===== src/rtl/mmio_bus_bridge_pkg.sv =====
// Shared types and default address map for the CPU-to-slave MMIO bridge.
// Also used by the SoC top so that the address map has a single source.
package mmio_pkg;

  typedef enum logic [1:0] {
    IDLE   = 2'd0,
    ACCESS = 2'd1,
    RESP   = 2'd2
  } bridge_state_t;

  typedef enum logic [1:0] {
    REG_NONE = 2'd0,
    REG_RAM  = 2'd1,
    REG_GPIO = 2'd2
  } region_t;

  localparam logic [31:0] MMIO_RAM_BASE  = 32'h0000_0000;
  localparam logic [31:0] MMIO_RAM_TOP   = 32'h0000_07FF;
  localparam logic [31:0] MMIO_GPIO_BASE = 32'hFFFF_FFF0;
  localparam logic [31:0] MMIO_GPIO_TOP  = 32'hFFFF_FFF3;
  localparam logic [2:0]  MMIO_RAM_LAT   = 3'd1;
  localparam logic [2:0]  MMIO_GPIO_LAT  = 3'd1;

  // Offset form keeps the check valid (and free of constant compares) when base is 0.
  function automatic logic in_range(input logic [31:0] addr,
                                    input logic [31:0] base,
                                    input logic [31:0] top);
    return (addr - base) <= (top - base);
  endfunction

endpackage


===== src/rtl/mmio_bus_bridge_addr_decode.sv =====
// Combinational byte-address to region decode; RAM takes priority on overlap.
module mmio_addr_decode
  import mmio_pkg::*;
#(
  parameter logic [31:0] RAM_BASE  = MMIO_RAM_BASE,
  parameter logic [31:0] RAM_TOP   = MMIO_RAM_TOP,
  parameter logic [31:0] GPIO_BASE = MMIO_GPIO_BASE,
  parameter logic [31:0] GPIO_TOP  = MMIO_GPIO_TOP
) (
  input  logic [31:0] addr,
  output region_t     region
);

  logic ram_hit_s;
  logic gpio_hit_s;

  assign ram_hit_s  = in_range(addr, RAM_BASE, RAM_TOP);
  assign gpio_hit_s = in_range(addr, GPIO_BASE, GPIO_TOP);

  // Priority select of the hit region.
  always_comb begin
    region = REG_NONE;
    if (ram_hit_s) begin
      region = REG_RAM;
    end else if (gpio_hit_s) begin
      region = REG_GPIO;
    end else begin
      region = REG_NONE;
    end
  end

endmodule


===== src/rtl/mmio_bus_bridge.sv =====
// Single-outstanding CPU load/store bridge onto the shared RAM/GPIO slave bus
// with per-region write strobes, fixed read latency and unmapped-access error.
module mmio_bus_bridge
  import mmio_pkg::*;
#(
  parameter logic [31:0] RAM_BASE  = MMIO_RAM_BASE,
  parameter logic [31:0] RAM_TOP   = MMIO_RAM_TOP,
  parameter logic [31:0] GPIO_BASE = MMIO_GPIO_BASE,
  parameter logic [31:0] GPIO_TOP  = MMIO_GPIO_TOP,
  parameter logic [2:0]  RAM_LAT   = MMIO_RAM_LAT,
  parameter logic [2:0]  GPIO_LAT  = MMIO_GPIO_LAT
) (
  input  logic        clk,
  input  logic        reset,
  input  logic        cpu_req,
  input  logic        cpu_we,
  input  logic [31:0] cpu_addr,
  input  logic [31:0] cpu_wdata,
  input  logic [3:0]  cpu_be,
  output logic [31:0] cpu_rdata,
  output logic        cpu_ready,
  output logic        cpu_err,
  output logic [31:0] memAddress,
  output logic [31:0] memWriteData,
  output logic [3:0]  byteMask,
  output logic        ram_we,
  output logic        gpio_we,
  input  logic [31:0] ram_rdata,
  input  logic [31:0] gpio_rdata
);

  bridge_state_t state_r;
  region_t       region_s;
  region_t       region_r;
  logic          we_r;
  logic [2:0]    cnt_r;
  logic [31:0]   sel_rdata_s;

  mmio_addr_decode #(
    .RAM_BASE  (RAM_BASE),
    .RAM_TOP   (RAM_TOP),
    .GPIO_BASE (GPIO_BASE),
    .GPIO_TOP  (GPIO_TOP)
  ) u_decode (
    .addr   (cpu_addr),
    .region (region_s)
  );

  // Read-data mux keyed on the latched region so an idle slave's Z never leaks through.
  always_comb begin
    sel_rdata_s = 32'd0;
    case (region_r)
      REG_RAM:  sel_rdata_s = ram_rdata;
      REG_GPIO: sel_rdata_s = gpio_rdata;
      default:  sel_rdata_s = 32'd0;
    endcase
  end

  // Bridge FSM with request latches, latency counter and registered CPU/slave outputs.
  always_ff @(posedge clk or posedge reset) begin
    if (reset) begin
      state_r      <= IDLE;
      region_r     <= REG_NONE;
      we_r         <= 1'b0;
      cnt_r        <= 3'd0;
      cpu_rdata    <= 32'd0;
      cpu_ready    <= 1'b0;
      cpu_err      <= 1'b0;
      memAddress   <= 32'd0;
      memWriteData <= 32'd0;
      byteMask     <= 4'd0;
      ram_we       <= 1'b0;
      gpio_we      <= 1'b0;
    end else begin
      // Strobes and response fields are single-cycle pulses unless set below.
      ram_we    <= 1'b0;
      gpio_we   <= 1'b0;
      cpu_ready <= 1'b0;
      cpu_err   <= 1'b0;
      cpu_rdata <= 32'd0;
      case (state_r)
        IDLE: begin
          if (cpu_req) begin
            memAddress   <= cpu_addr;
            memWriteData <= cpu_wdata;
            byteMask     <= cpu_be;
            we_r         <= cpu_we;
            region_r     <= region_s;
            case (region_s)
              REG_RAM: begin
                state_r <= ACCESS;
                cnt_r   <= RAM_LAT;
                ram_we  <= cpu_we;
              end
              REG_GPIO: begin
                state_r <= ACCESS;
                cnt_r   <= GPIO_LAT;
                gpio_we <= cpu_we;
              end
              default: begin
                state_r   <= RESP;
                cnt_r     <= 3'd0;
                cpu_ready <= 1'b1;
                cpu_err   <= 1'b1;
              end
            endcase
          end else begin
            state_r <= IDLE;
          end
        end
        ACCESS: begin
          if (cnt_r != 3'd0) begin
            cnt_r <= cnt_r - 3'd1;
          end else begin
            cpu_rdata <= we_r ? 32'd0 : sel_rdata_s;
            cpu_ready <= 1'b1;
            state_r   <= RESP;
          end
        end
        RESP: begin
          state_r <= IDLE;
        end
        default: begin
          state_r <= IDLE;
        end
      endcase
    end
  end

endmodule


===== config.mk =====
export PLATFORM = sky130hd
export DESIGN_NAME = mmio_bus_bridge
export DESIGN_NICKNAME = d
export VERILOG_FILES = /design/src/rtl/mmio_bus_bridge_pkg.sv /design/src/rtl/mmio_bus_bridge_addr_decode.sv /design/src/rtl/mmio_bus_bridge.sv
export SDC_FILE = /design/constraint.sdc
export NUM_CORES = 1
export LEC_CHECK = 0
export BUFFER_PORTS_ARGS = -buffer_cell sky130_fd_sc_hd__buf_2
export CAP_MARGIN = 20
export CORE_ASPECT_RATIO = 1.75
export CORE_MARGIN = 2
export CORE_UTILIZATION = 41
export CTS_CLUSTER_SIZE = 10
export DETAILED_ROUTE_END_ITERATION = 12
export HOLD_SLACK_MARGIN = 0.12
export MAX_ROUTING_LAYER = met4
export PLACE_DENSITY = 0.87
export REMOVE_ABC_BUFFERS = 1
export SLEW_MARGIN = 20
export SYNTH_ARGS = -nofsm -noshare
export SYNTH_HDL_FRONTEND = slang
export SYNTH_SLANG_ARGS = --single-unit
export TNS_END_PERCENT = 50

===== constraint.sdc =====
create_clock -name clk -period 3.1 [get_ports clk]
set_input_delay 0.31 -clock clk [delete_from_list [all_inputs] [get_ports clk]]
set_output_delay 0.31 -clock clk [all_outputs]
set_load 0.01 [all_outputs]

==> summary.md <==
| Metric | Value |
|---|---|
| Worst slew slack as a fraction of its limit | 31.67% |
| Final-layout setup total negative slack | 0 ns |
| Number of vias per cell after detailed routing | 4.936 |
| Average detailed-routed wire length per instance | 14.31 µm |
| Multi-input gate area in the final layout | 1789 µm² |
| Share of the yosys chip area belonging to registers | 59.18% |
| Area contributors post-synth | sky130_fd_sc_hd__dfrtp_1 59%, sky130_fd_sc_hd__nand2_1 17%, sky130_fd_sc_hd__a22oi_1 5.2% |
| Length of routed met2 wiring | 6609 µm |
| Worst clock skew on the final layout | 0.008102 ns |
| Cell breakdown of the critical path | inv_1 -> ha_1 -> or2b_2 -> or4_1 -> nor2_1 |
| Clock edge transition at the registers on the reported setup and hold paths | 0.08 ns |
| Signed area change from the synthesized netlist to the final layout | 33.50% |
| GPL Wtd Cong | 0.9098 |
| CTS root buf | sky130_fd_sc_hd__clkbuf_16 |
| Dominant synthesized flop cell | sky130_fd_sc_hd__dfrtp_1 |
| Final Setup Violations | 0 |
| Buffer levels on the longest clock path | 2 |
| Standard cell core area | 11,390 µm² |
| Number of warning messages in the yosys log | 0 |
| Number of optimization iterations in the first detailed-route pass | 5 |
| Iteration-0 DRC Markers | 204 |
| Critical Path Max Stage Delay | 0.89 ns |
| CTS H-tree lvls | 3 |
| Final count of hold timing violations | 0 |
| Latest clock arrival within the worst-skew pair | 0.34 ns |
| Leakage power figure | 3.449 nW |
| Critical path data required time | 3.36 ns |
| Area occupied by registers | 2803 µm² |
| Top-level I/O count | 240 |
| CP arrival | 2.48 ns |
| CP Class | reg -> reg |
| Number of remaining DRC errors | 0 |
| Port-buffer cells | 239 |
| Starting utilization of the core area | 41.59% |
| Overall track demand over capacity in global routing | 20.74% |
| Post-layout minimum cycle time | 2.213 ns |
| Share of layout cells above drive strength 1 | 37.77% |
| Register bit count reported by yosys | 112 |
| Routed length on met1 | 4953 µm |
| Most instantiated cells after synthesis | 216 x sky130_fd_sc_hd__nand2_1, 112 x sky130_fd_sc_hd__dfrtp_1, 37 x sky130_fd_sc_hd__nor2_1, 33 x sky130_fd_sc_hd__a22oi_1, 25 x sky130_fd_sc_hd__clkbuf_1 |
| Post-DRT Antenna Nets | 0 |
| Diode insertion count for antenna repair | 0 |
| Top layer reached by signal wires | met4 |
| GRT Residual Overflow | 0 |
| Total non-filler cell area in the finished layout | 6322 µm² |
| Outcome | completed |
| Width of the chip | 85.24 µm |
| Origin of the worst min-delay path | cpu_addr[0] |
| Number of different library cells in the post-synthesis netlist | 43 |
| Nature of the critical path endpoint | flop |
| Core Rows | 52 |
| Final cycle utilization of the critical path | 71.38% |
| Area share of the leading cell type in the synthesized netlist | 59.18% |
| Final HPWL from detailed placement | 9422 µm |
| Pin count of the biggest net entering global routing | 59 |
| Number of buffers created by CTS | 9 |
| Post-route setup slack | 0.8873 ns |
| Count leader, synth | sky130_fd_sc_hd__nand2_1 |
| Power Density | 516.8 nW/µm² |
| Final number of max-transition violations | 0 |
| Mapped Cells | 511 |
| Post-synth EDFFs | 0 |
| Initial antenna violation count | 0 |
| Share of flip-flops with an asynchronous set or reset after synthesis | 100.0% |
| Sinks on the clock net | 112 |
| Wire length of the first global-routing pass | 20,210 µm |
| MaxCap Viol Count | 0 |
| Worst flop-to-flop path startpoint | cnt_r[0]$_DFFE_PP0P_ |
| Number of setup buffers added after CTS | 0 |
| Slowest stage cell, crit path | sky130_fd_sc_hd__or4_1 |
| Die Footprint | 12,460 µm² |
| Total standard cell area after synthesis | 4736 µm² |
| Kind of launch point of the worst setup path | flop |
| Number of fillers in the final layout | 1,005 |
| Worst Tran Pin Value | 1.025 ns |
| NumNets Final | 879 |
| Instance area at placement | 6018 µm² |
| Maximum achievable frequency | 0.4519 GHz |
| Highest ir drop seen on vdd | 0.3789 mV |
| Met3 WL | 635 µm |
| Unrepaired setup endpoints after global routing | false |
| Number of global-route vias before repair | 4,197 |
| Avg Cell Area, Syn | 9.268 µm² |
| Largest fanout on the critical path | 32 |
| Vias | 4,339 |
| Post-placement worst setup slack | 0.8604 ns |
| Die H | 146.2 µm |
| Clock tree from TritonCTS | yes |
| CP Launch Point | cnt_r[0]$_DFFE_PP0P_ |
| Routed WL | 12,580 µm |
| Cell accounting for the most synthesized area | sky130_fd_sc_hd__dfrtp_1 |
| Worst Hold Class | in -> reg |
critical path: cells and delay by family, from the launching register on:
family | cells | cell delay [ns]
buffers and inverters | 1 | 0.11
adder cells (fa/ha/maj) | 1 | 0.16
flip-flops | 1 | 0.37
AND/OR/NAND/NOR | 3 | 1.48
metrics by stage:
step / std cells / total power, mW / hold WS [ns] / util [%]
final: 879 / 3.267 / 0.1464 / 55.53
after global routing: 879 / 3.442 / 0.1459 / 55.53
after CTS: 879 / 3.308 / 0.1366 / 55.48
after detailed placement: 862 / 2.179 / 0.4568 / 52.86
after global placement: 862 / 2.163 / 0.4524 / 52.86
after floorplan: 483 / 1.897 / 0.4154 / -
registers in the layout, indices dropped and copies added (netlist names), 2 cells and up:
name	flops
memWriteData	32
byteMask	4
memAddress	32
state_r	2
cpu_rdata	32
cnt_r	3
region_r	2
power breakdown:
group          total (mW)  switching (mW)  internal [mW]
registers            1.64          0.0571           1.58
clock network        1.12           0.542          0.580
logic               0.509           0.301          0.208
total                3.27           0.901           2.37
per-layer routing:
layer / track usage, % / vias to the layer above
met5: - / -
met4: 8.810 / 0
met3: 2.883 / 27
met2: 34.80 / 178
met1: 24.72 / 2002
li1: - / 2132
path summary, 6_finish.rpt:
check                      cells after the start  slack, ns                           end
hold reg to reg                                2       0.47    memAddress[11]$_DFFE_PP0P_
min in group asynchronous                      3       0.66  memWriteData[20]$_DFFE_PP0P_
hold / removal                                 3       0.15     memAddress[0]$_DFFE_PP0P_
setup reg to reg                               5       0.89       cpu_rdata[20]$_DFF_PP0_
max in group asynchronous                      4       1.71    memAddress[24]$_DFFE_PP0P_
setup / recovery                               5       0.89       cpu_rdata[20]$_DFF_PP0_
area by class of cell:
cell class / count / area share (%)
clock buffers: 10 / 3.780
well taps: 135 / 2.672
multi-input cells: 364 / 28.30
clock inverters: 6 / 0.7916
repair buffers: 245 / 19.67
flip-flops and latches: 112 / 44.33
inverters: 7 / 0.4552
cells by family (layout without fill, tap and decap cells):
family	Yosys count	count (layout)	synth area share (%)
XOR/XNOR	3	3	0.5549
AO/OA/AOI/OAI	57	57	8.851
adder cells (fa/ha/maj)	4	4	1.057
multiplexers	1	1	0.2114
buffers and inverters	35	268	3.223
flip-flops	112	112	59.18
AND/OR/NAND/NOR	299	299	26.92
cell usage in the layout, fill, tap and decap left out, types with 3 or more instances in the layout:
master and instances:
sky130_fd_sc_hd__nor3_1 6, sky130_fd_sc_hd__nor2_1 37, sky130_fd_sc_hd__clkbuf_16 9, sky130_fd_sc_hd__nand3_1 7, sky130_fd_sc_hd__o31ai_1 3, sky130_fd_sc_hd__nand4_1 9
sky130_fd_sc_hd__inv_1 6, sky130_fd_sc_hd__a22oi_1 33, sky130_fd_sc_hd__a21oi_1 3, sky130_fd_sc_hd__dfrtp_1 112, sky130_fd_sc_hd__o21ai_0 9, sky130_fd_sc_hd__nor4_1 4
sky130_fd_sc_hd__nand2_1 215, sky130_fd_sc_hd__buf_4 5, sky130_fd_sc_hd__buf_2 239
timing repair:
item                                   4_1_cts  5_1_grt
hold buffers                                 1        0
gates resized for setup                      0        0
endpoints found under the hold margin       55        0
Power figures use the tool's default switching activity.
